File: src/rtl/stack_unit_pkg.sv
// -----------------------------------------------------------------------------
// stack_unit_pkg
// Shared definitions for the parameter/return stack engine:
//   - FSM state encoding
//   - register-file indices of the pointer registers
//   - default stack bases and depth
//   - the latched-operation record carried from IDLE through WB
// -----------------------------------------------------------------------------
package stack_unit_pkg;

  typedef enum logic [1:0] {
    ST_IDLE = 2'd0,
    ST_MEM  = 2'd1,
    ST_WB   = 2'd2
  } state_e;

  typedef enum logic [3:0] {
    REG_PC  = 4'd0,
    REG_PSP = 4'd1,
    REG_RSP = 4'd2,
    REG_IOR = 4'd15
  } reg_idx_e;

  localparam logic [15:0] DEF_PSP_BASE = 16'd192;
  localparam logic [15:0] DEF_RSP_BASE = 16'd224;
  localparam logic [15:0] DEF_DEPTH    = 16'd32;

  // Everything about one push/pop that must survive after the request cycle.
  typedef struct packed {
    logic        stack;   // 0 = parameter stack, 1 = return stack
    logic        push;    // 1 = push, 0 = pop
    logic [15:0] addr;    // memory address of the access
    logic [15:0] new_sp;  // pointer value committed in WB
    logic [15:0] data;    // push value
  } op_t;

  // Register-file slot holding the pointer of the selected stack.
  function automatic reg_idx_e sp_reg(input logic stack);
    return stack ? REG_RSP : REG_PSP;
  endfunction

endpackage

File: src/rtl/stack_unit.sv
// -----------------------------------------------------------------------------
// stack_unit
// Push/pop engine for the CPU parameter and return stacks. One operation per
// request: latch the request, perform one data-memory access over a req/ack
// handshake, then write the updated stack pointer back to the register file.
// Stacks grow upward; all pointer arithmetic is 16-bit modulo.
//
// Configuration macro: STACK_CHECK_EN
//   defined   - overflow/underflow requests are rejected in IDLE and reported
//               with a one-cycle o_DONE + o_ERR pulse (no memory access, no
//               pointer write)
//   undefined - no bounds checks, o_ERR stays 0, pointers wrap
//
// Ports:
//   c_CLOCK / c_RESET         clock, asynchronous active-high reset
//   i_REQ, i_STACK, i_PUSH    operation request (sampled in IDLE only)
//   i_DATA                    push value
//   i_PSP, i_RSP              current pointers from the register file
//   o_BUSY, o_DONE, o_ERR     status; o_DONE/o_ERR are one-cycle pulses
//   o_Q                       last popped value
//   o_MREQ, o_MWE, o_MADDR,
//   o_MDATA, i_MACK, i_MDATA  data-memory handshake
//   o_WADDR, o_WDATA, o_WRITE register-file write port for the new pointer
// -----------------------------------------------------------------------------
module stack_unit
  import stack_unit_pkg::*;
#(
  parameter logic [15:0] PSP_BASE = DEF_PSP_BASE,
  parameter logic [15:0] RSP_BASE = DEF_RSP_BASE,
  parameter logic [15:0] DEPTH    = DEF_DEPTH
) (
  input  logic        c_CLOCK,
  input  logic        c_RESET,
  input  logic        i_REQ,
  input  logic        i_STACK,
  input  logic        i_PUSH,
  input  logic [15:0] i_DATA,
  input  logic [15:0] i_PSP,
  input  logic [15:0] i_RSP,
  output logic        o_BUSY,
  output logic        o_DONE,
  output logic        o_ERR,
  output logic [15:0] o_Q,
  output logic        o_MREQ,
  output logic        o_MWE,
  output logic [15:0] o_MADDR,
  output logic [15:0] o_MDATA,
  input  logic        i_MACK,
  input  logic [15:0] i_MDATA,
  output logic [3:0]  o_WADDR,
  output logic [15:0] o_WDATA,
  output logic        o_WRITE
);

  state_e      state_q, state_d;
  op_t         op_q, op_d;
  logic [15:0] q_q, q_d;
  logic        err_q, err_d;   // high for the single cycle after a rejection

  logic [15:0] sp_sel;
  op_t         req_op;
  logic        reject;

  // Operation decoded from the request inputs; only captured in IDLE.
  always_comb begin
    sp_sel        = i_STACK ? i_RSP : i_PSP;
    req_op.stack  = i_STACK;
    req_op.push   = i_PUSH;
    req_op.data   = i_DATA;
    req_op.addr   = i_PUSH ? sp_sel : sp_sel - 16'd1;
    req_op.new_sp = i_PUSH ? sp_sel + 16'd1 : sp_sel - 16'd1;
  end

`ifdef STACK_CHECK_EN
  logic [15:0] base_sel;
  logic [15:0] limit_sel;

  assign base_sel  = i_STACK ? RSP_BASE : PSP_BASE;
  assign limit_sel = base_sel + DEPTH;
  // Push into a full stack or pop from an empty one.
  assign reject    = i_PUSH ? (sp_sel >= limit_sel) : (sp_sel <= base_sel);
`else
  logic unused_cfg;

  assign reject     = 1'b0;
  assign unused_cfg = ^{PSP_BASE, RSP_BASE, DEPTH};
`endif

  // Next-state logic.
  always_comb begin
    // NOTE: every variable gets a default before the case so no path leaves
    // one unassigned; otherwise synthesis infers a latch to hold it.
    state_d = state_q;
    op_d    = op_q;
    q_d     = q_q;
    err_d   = 1'b0;

    case (state_q)
      ST_IDLE: begin
        // err_q marks the busy cycle after a rejection: requests are ignored.
        if (i_REQ && !err_q) begin
          if (reject) begin
            err_d = 1'b1;
          end else begin
            op_d    = req_op;
            state_d = ST_MEM;
          end
        end
      end
      ST_MEM: begin
        if (i_MACK) begin
          if (!op_q.push) begin
            q_d = i_MDATA;
          end
          state_d = ST_WB;
        end
      end
      ST_WB: begin
        state_d = ST_IDLE;
      end
      default: begin
        state_d = ST_IDLE;
      end
    endcase
  end

  // State and datapath registers.
  always_ff @(posedge c_CLOCK or posedge c_RESET) begin
    if (c_RESET) begin
      state_q <= ST_IDLE;
      op_q    <= '0;
      q_q     <= 16'd0;
      err_q   <= 1'b0;
    end else begin
      // NOTE: non-blocking assignments here so every register updates from
      // pre-edge values, regardless of statement order.
      state_q <= state_d;
      op_q    <= op_d;
      q_q     <= q_d;
      err_q   <= err_d;
    end
  end

  // Outputs are decoded from registers only, so reset clears them at once.
  assign o_BUSY  = (state_q != ST_IDLE) || err_q;
  assign o_DONE  = (state_q == ST_WB) || err_q;
  assign o_ERR   = err_q;
  assign o_Q     = q_q;

  assign o_MREQ  = (state_q == ST_MEM);
  assign o_MWE   = o_MREQ && op_q.push;
  assign o_MADDR = op_q.addr;
  assign o_MDATA = op_q.data;

  assign o_WRITE = (state_q == ST_WB);
  assign o_WADDR = o_WRITE ? sp_reg(op_q.stack) : 4'd0;
  assign o_WDATA = o_WRITE ? op_q.new_sp : 16'd0;

endmodule

File: config.mk
export PLATFORM = sky130hd
export DESIGN_NAME = stack_unit
export DESIGN_NICKNAME = d
export VERILOG_FILES = /design/src/rtl/stack_unit_pkg.sv /design/src/rtl/stack_unit.sv
export SDC_FILE = /design/constraint.sdc
export NUM_CORES = 1
export LEC_CHECK = 0
export BUFFER_PORTS_ARGS = -buffer_cell sky130_fd_sc_hd__buf_2
export CAP_MARGIN = 20
export CELL_PAD_IN_SITES_DETAIL_PLACEMENT = 2
export CELL_PAD_IN_SITES_GLOBAL_PLACEMENT = 2
export CORE_ASPECT_RATIO = 1.5
export CORE_MARGIN = 1
export CORE_UTILIZATION = 33
export CTS_BUF_LIST = sky130_fd_sc_hd__clkbuf_2 sky130_fd_sc_hd__clkbuf_4 sky130_fd_sc_hd__clkbuf_8
export DETAILED_ROUTE_END_ITERATION = 10
export GPL_TIMING_DRIVEN = 1
export HOLD_SLACK_MARGIN = 0.02
export PLACE_DENSITY_LB_ADDON = 0.1
export RECOVER_POWER = 100
export SLEW_MARGIN = 20
export SYNTH_ARGS = -nofsm -noshare
export SYNTH_HDL_FRONTEND = slang
export SYNTH_SLANG_ARGS = --single-unit
File: constraint.sdc
create_clock -name c_CLOCK -period 4.4 [get_ports c_CLOCK]
set_clock_uncertainty 0.1 [all_clocks]
set_input_delay 0.22 -clock c_CLOCK [delete_from_list [all_inputs] [get_ports c_CLOCK]]
set_output_delay 0.22 -clock c_CLOCK [all_outputs]
set_load 0.03 [all_outputs]
# [Word-level counts from Yosys, hierarchy flattened]
# Index checks and enable logic that the tools add are counted.
[classes] add_sub_neg=2 n_mul=0 div=0 order_cmp=0 eq_ne=4 shift=0 mux=9 bitwise=1 n_reduce_logical=6
[op_table] cell="$mux 16" n=4
[op_table] cell="$add 16x1->16 const B" n=1
[op_table] cell="$sub 16x1->16 const B" n=1
[op_table] cell="$mux 2" n=4
[op_table] cell="$pmux 2 s2" n=1
[op_table] cell="$reduce_and 2->1" n=2
[op_table] cell="$reduce_and 3->1" n=1
[op_table] cell="$eq 2x1->1 const B" n=1
[op_table] cell="$eq 2x2->1 const B" n=1
[op_table] cell="$logic_not 2->1" n=1
[op_table] cell="$ne 2x1->1 const B" n=1
[op_table] cell="$ne 2x2->1 const B" n=1
[op_table] cell="$reduce_bool 2->1" n=1
[op_table] cell="$logic_and 1x1->1" n=1
[op_table] cell="$not 1->1" n=1
[totals] regBits=68 latchBits=0 ram_bits=0 mem_bits_ro=0 input_bits=70 output_inout_bits=74 word_cells=29 mem_count=0

# [Logic depth before layout (Yosys ltp)]
[depth] ltp_word=3 ltp_mapped=12 mapped_depth_nobuf=8

# [Least setup slack after synthesis]
# OpenSTA, ideal clock, no wires.
[synth_path] path_kind="input -> register" from="input i_STACK" to="register op_q[28] (netlist name)" setup_time_ps=141 arrival_ps=2179 required_time_ps=4159 slack_ps=1980 path_stages=12 n_path_buf=4 cell_sequence="buf_6 > buf_6 > buf_2 > buf_2 > mux2i_1 > inv_1 > ha_1 > inv_1 > a211o_1 > nand2b_1 > o311ai_0 > a31oi_1"
[synth_via] elab_chain_cells=3 elab_cells_between_ends=4 cone_classes="2 x add/sub; 2 x mux"
[synth_rtl] item="start: declaration" line="stack_unit.sv:35" text="input logic i_STACK,"
[synth_rtl] item="$mux 16 *" line="stack_unit.sv:66" text="sp_sel = i_STACK ? i_RSP : i_PSP;"
[synth_rtl] item="$sub 16x1->16 or $add 16x1->16 (tied branches)" line="stack_unit.sv:71" text="req_op.new_sp = i_PUSH ? sp_sel + 16'd1 : sp_sel - 16'd1;"
[synth_rtl] item="$mux 16 *" line="stack_unit.sv:71"
[synth_rtl] item="end signal: assignment" line="stack_unit.sv:138" text="op_q <= op_d;"
[synth_rtl] item="end: declaration" line="stack_unit.sv:56" text="op_t op_q, op_d;"
# Mark *: on every way between the ends. The rest lies on a longest branch, timed or not.
# A chain may end at the register's enable or synchronous reset.

# [Worst setup path in the final report]
[layout_path] from="register state_q[0]" to="register op_q (netlist bit o_MADDR[2])"
[layout_via] elab_chain_cells=2
[layout_rtl] item="start: declaration" line="stack_unit.sv:55" text="state_e state_q, state_d;"
[layout_rtl] item="start signal: assignment" line="stack_unit.sv:137" text="state_q <= state_d;"
[layout_rtl] item="$logic_not 2->1" line="stack_unit.sv:98" text="case (state_q)"
[layout_rtl] item="$reduce_and 2->1 (no line)"
# Every way passes these cells.

==> out/summary.txt <==
first-pass GRT wire length = 22480 um
Synthesis Warnings = 0
Num CTS Buffers = 9
Hold Path Sink = o_Q[0]
Post-synth top flop = dfrtp_1
CP cell instances = nor2_1 > nand2_1 > clkbuf_1 > o21ai_0
Initial Util = 34.23%
RSZ-0062 raised after global routing = false
Syn Area/Cell = 9.173 um2
total core area = 0.01214 mm2
PD cells = 538.5 mW/mm2
Yosys top cell area share = 40.95%
#FFs+latches synth = 68
Root Buffer = clkbuf_8
final net count = 660
Slew HR = -11.28%
Least-Margin Pin Slew = 1.669 ns
Synth Instances = 453
drt total wl = 13540 um
hold path depth = 2
# diodes = 0
via count = 3771
worst hold path class = in -> reg
hpwl dp = 9920 um
worst skew pair latency = 0.34 ns
slowest stage delay, CP = 1.27 ns
Worst EP arrival = 3.16 ns
worst slack at placement = 1.473 ns
CP Capture Type = flip-flop
post-synthesis xor/xnor area fraction = 4.216%
Setup Total Neg Slack = 0 ns
synth top area cells = dfrtp_1 41%, nand2_1 8.5%, mux2_2 7.0%, buf_4 6.7%, and2_1 3.2%
Startpoint Class = flip-flop
final setup fails = 0
most frequent cells in the layout = 94 x nand2_1, 85 x buf_2, 68 x dfrtp_1
CP max FO = 42
Clock Sinks = 68
Worst path slowest cell = clkbuf_1
largest family of logic cells by synthesized area = simple AND/OR/NAND/NOR gates
mux cell area share after synthesis = 8.491%
max_cap viols = 1
Fin Hold WS = 0.04005 ns
CP Data Required Time = 4.45 ns
R2R depth = 4
Peak supply drop = 0.0001702 V
Port Buffers = 140
Post-Syn Area = 0.004155 mm2
synthesized-area fraction occupied by ao, oa, aoi and oai cells = 11.56%
Std-Cell Rows = 49
H-tree Lvls = 3
P&R area growth vs syn = 23.43%
CTS tree = built
worst setup margin = 1.281 ns
Worst Hold Launch = i_MDATA[0]
capturing point of the worst reg2reg path = o_MADDR[2]
reg2reg setup slack = 1.28 ns
total gr overflow = 0
Die Ht = 139.4 um
Tcrit/Tclk final = 70.89%
outcome = complete, but fails checks
unique cell type count in the Yosys netlist = 63
max-slew violations = 43
Tot GR Track Use = 22.01%
number of setup buffers added after CTS = 0
clock buffer depth = 2
# IOs = 144
asr flop ratio synth = 100.0%
Yosys top cell by area = dfrtp_1
initial antenna violation count = 0
Clock Pin Slew Worst Setup and Hold Paths = 0.07 ns
adder-cell share of the synthesized area = 1.204%
routability cong. = 0.8336
Worst Setup SP = state_q[0]
die area = 0.01305 mm2
number of flops mapped to enable cells by yosys = 0
reg2reg start = state_q[0]
via-per-instance ratio = 5.075
Crit Path Class = reg -> reg
simple-gate portion of the synthesized area = 23.52%
failing checks = max-capacitance violations, max-slew violations
sequential area share after synthesis = 40.95%
DRC = 0
die width = 93.62 um
initial DRC count = 112
number of global-route vias before repair = 4265
WL/cell = 18.22 um
drt first pass iters = 4
layout cells sized above 1 = 22.88%
Fin. Hold Viols = 0
LEAKAGE = 2.288 nW
commonest non-fill, non-tap cell in the layout = nand2_1
Post-DRT Antenna Nets = 0
min cycle time layout = 3.119 ns
Fmax = 320.6 MHz
pin count of the biggest net entering global routing = 56
Power, Total = 2.762 mW
[worst max-delay path: cells and delay by family, from the launching register on]
family          cells  cell delay, ns
buf+inv             1            1.27
simple gates        2            0.86
flops               1            0.37
compound gates      1            0.29
[metal layers]
metal	routed length (um)	track usage, %	share of wire, %
met3	576	3.388	4.3
met1	5655	25.16	42
met4	214	7.368	1.6
met2	7091	40.83	52
met5	0	0	0
[state kept, by name (all words and copies together), names as in the netlist]
signal,cells
op_q,18
o_MADDR,16
o_MDATA,16
o_Q,16
state_q,2
[cell families (layout without fill, tap and decap cells)]
kind of cell,after synthesis,after routing
other,1,3
AO/OA/AOI/OAI,68,68
multiplexers,32,32
XOR/XNOR,20,20
buffers and inverters,66,201
adder cells (fa/ha/maj),4,4
flip-flops,68,68
AND/OR/NAND/NOR,194,194
[power breakdown]
| part | switching, mW | total, mW | internal (mW) | leakage [nW] |
|---|---|---|---|---|
| clock | 0.241 | 0.472 | 0.230 | 0.0872 |
| sequential | 0.154 | 1.05 | 0.901 | 0.826 |
| combinational | 0.897 | 1.24 | 0.339 | 1.37 |
| total | 1.29 | 2.76 | 1.47 | 2.29 |
[how the worst max path moves through the flow]
stage	slack [ns]	cells after the start	end
floorplan	1.98	12	op_q[28]
global placement	1.57	6	op_q[26]
detailed placement	1.47	9	op_q[28]
CTS	1.83	9	op_q[28]
global route	0.91	4	op_q[23]
finish	1.28	4	o_MADDR[2]
[cell usage after synthesis, drive strengths merged (3+ instances only)]
| cell | instances |
|---|---|
| dfrtp | 68 |
| clkbuf | 13 |
| inv | 7 |
| a211o | 4 |
| nor2 | 12 |
| nand3 | 17 |
| a211oi | 3 |
| xnor2 | 11 |
| or3 | 8 |
| o211ai | 3 |
| ha | 4 |
| and2 | 22 |
| nand2 | 94 |
| xor2 | 9 |
| nor2b | 6 |
| buf | 45 |
| or3b | 8 |
| a21oi | 7 |
| nor4 | 3 |
| o21ai | 24 |
| nand4 | 9 |
| a31oi | 5 |
| nand3b | 3 |
| mux2i | 6 |
| mux2 | 26 |
[what timing repair did]
item | 4_1_cts | 5_1_grt
gates resized for setup | 0 | 0
hold endpoints to repair | 63 | 0
hold buffers | 33 | 0
[stage by stage]
stage | util, % | instance area [um2] | cells
finish | 42.25 | 5129 | 743
global route | 42.25 | 5129 | 743
CTS | 42.98 | 5218 | 743
detailed placement | 38.81 | 4711 | 695
global placement | 38.81 | 4711 | 695
floorplan | - | 4163 | 455
[cell type report]
type                            count  area (um2)
Multi-Input combinational cell    321        2041
Tap cell                          153       191.4
Clock inverter                      4       25.02
Inverter                            8       30.03
Fill cell                        1412        7010
Clock buffer                       11       151.4
Timing Repair Buffer              178       988.4
Sequential cell                    68        1702
No activity file was read; power rests on OpenSTA's default activity.
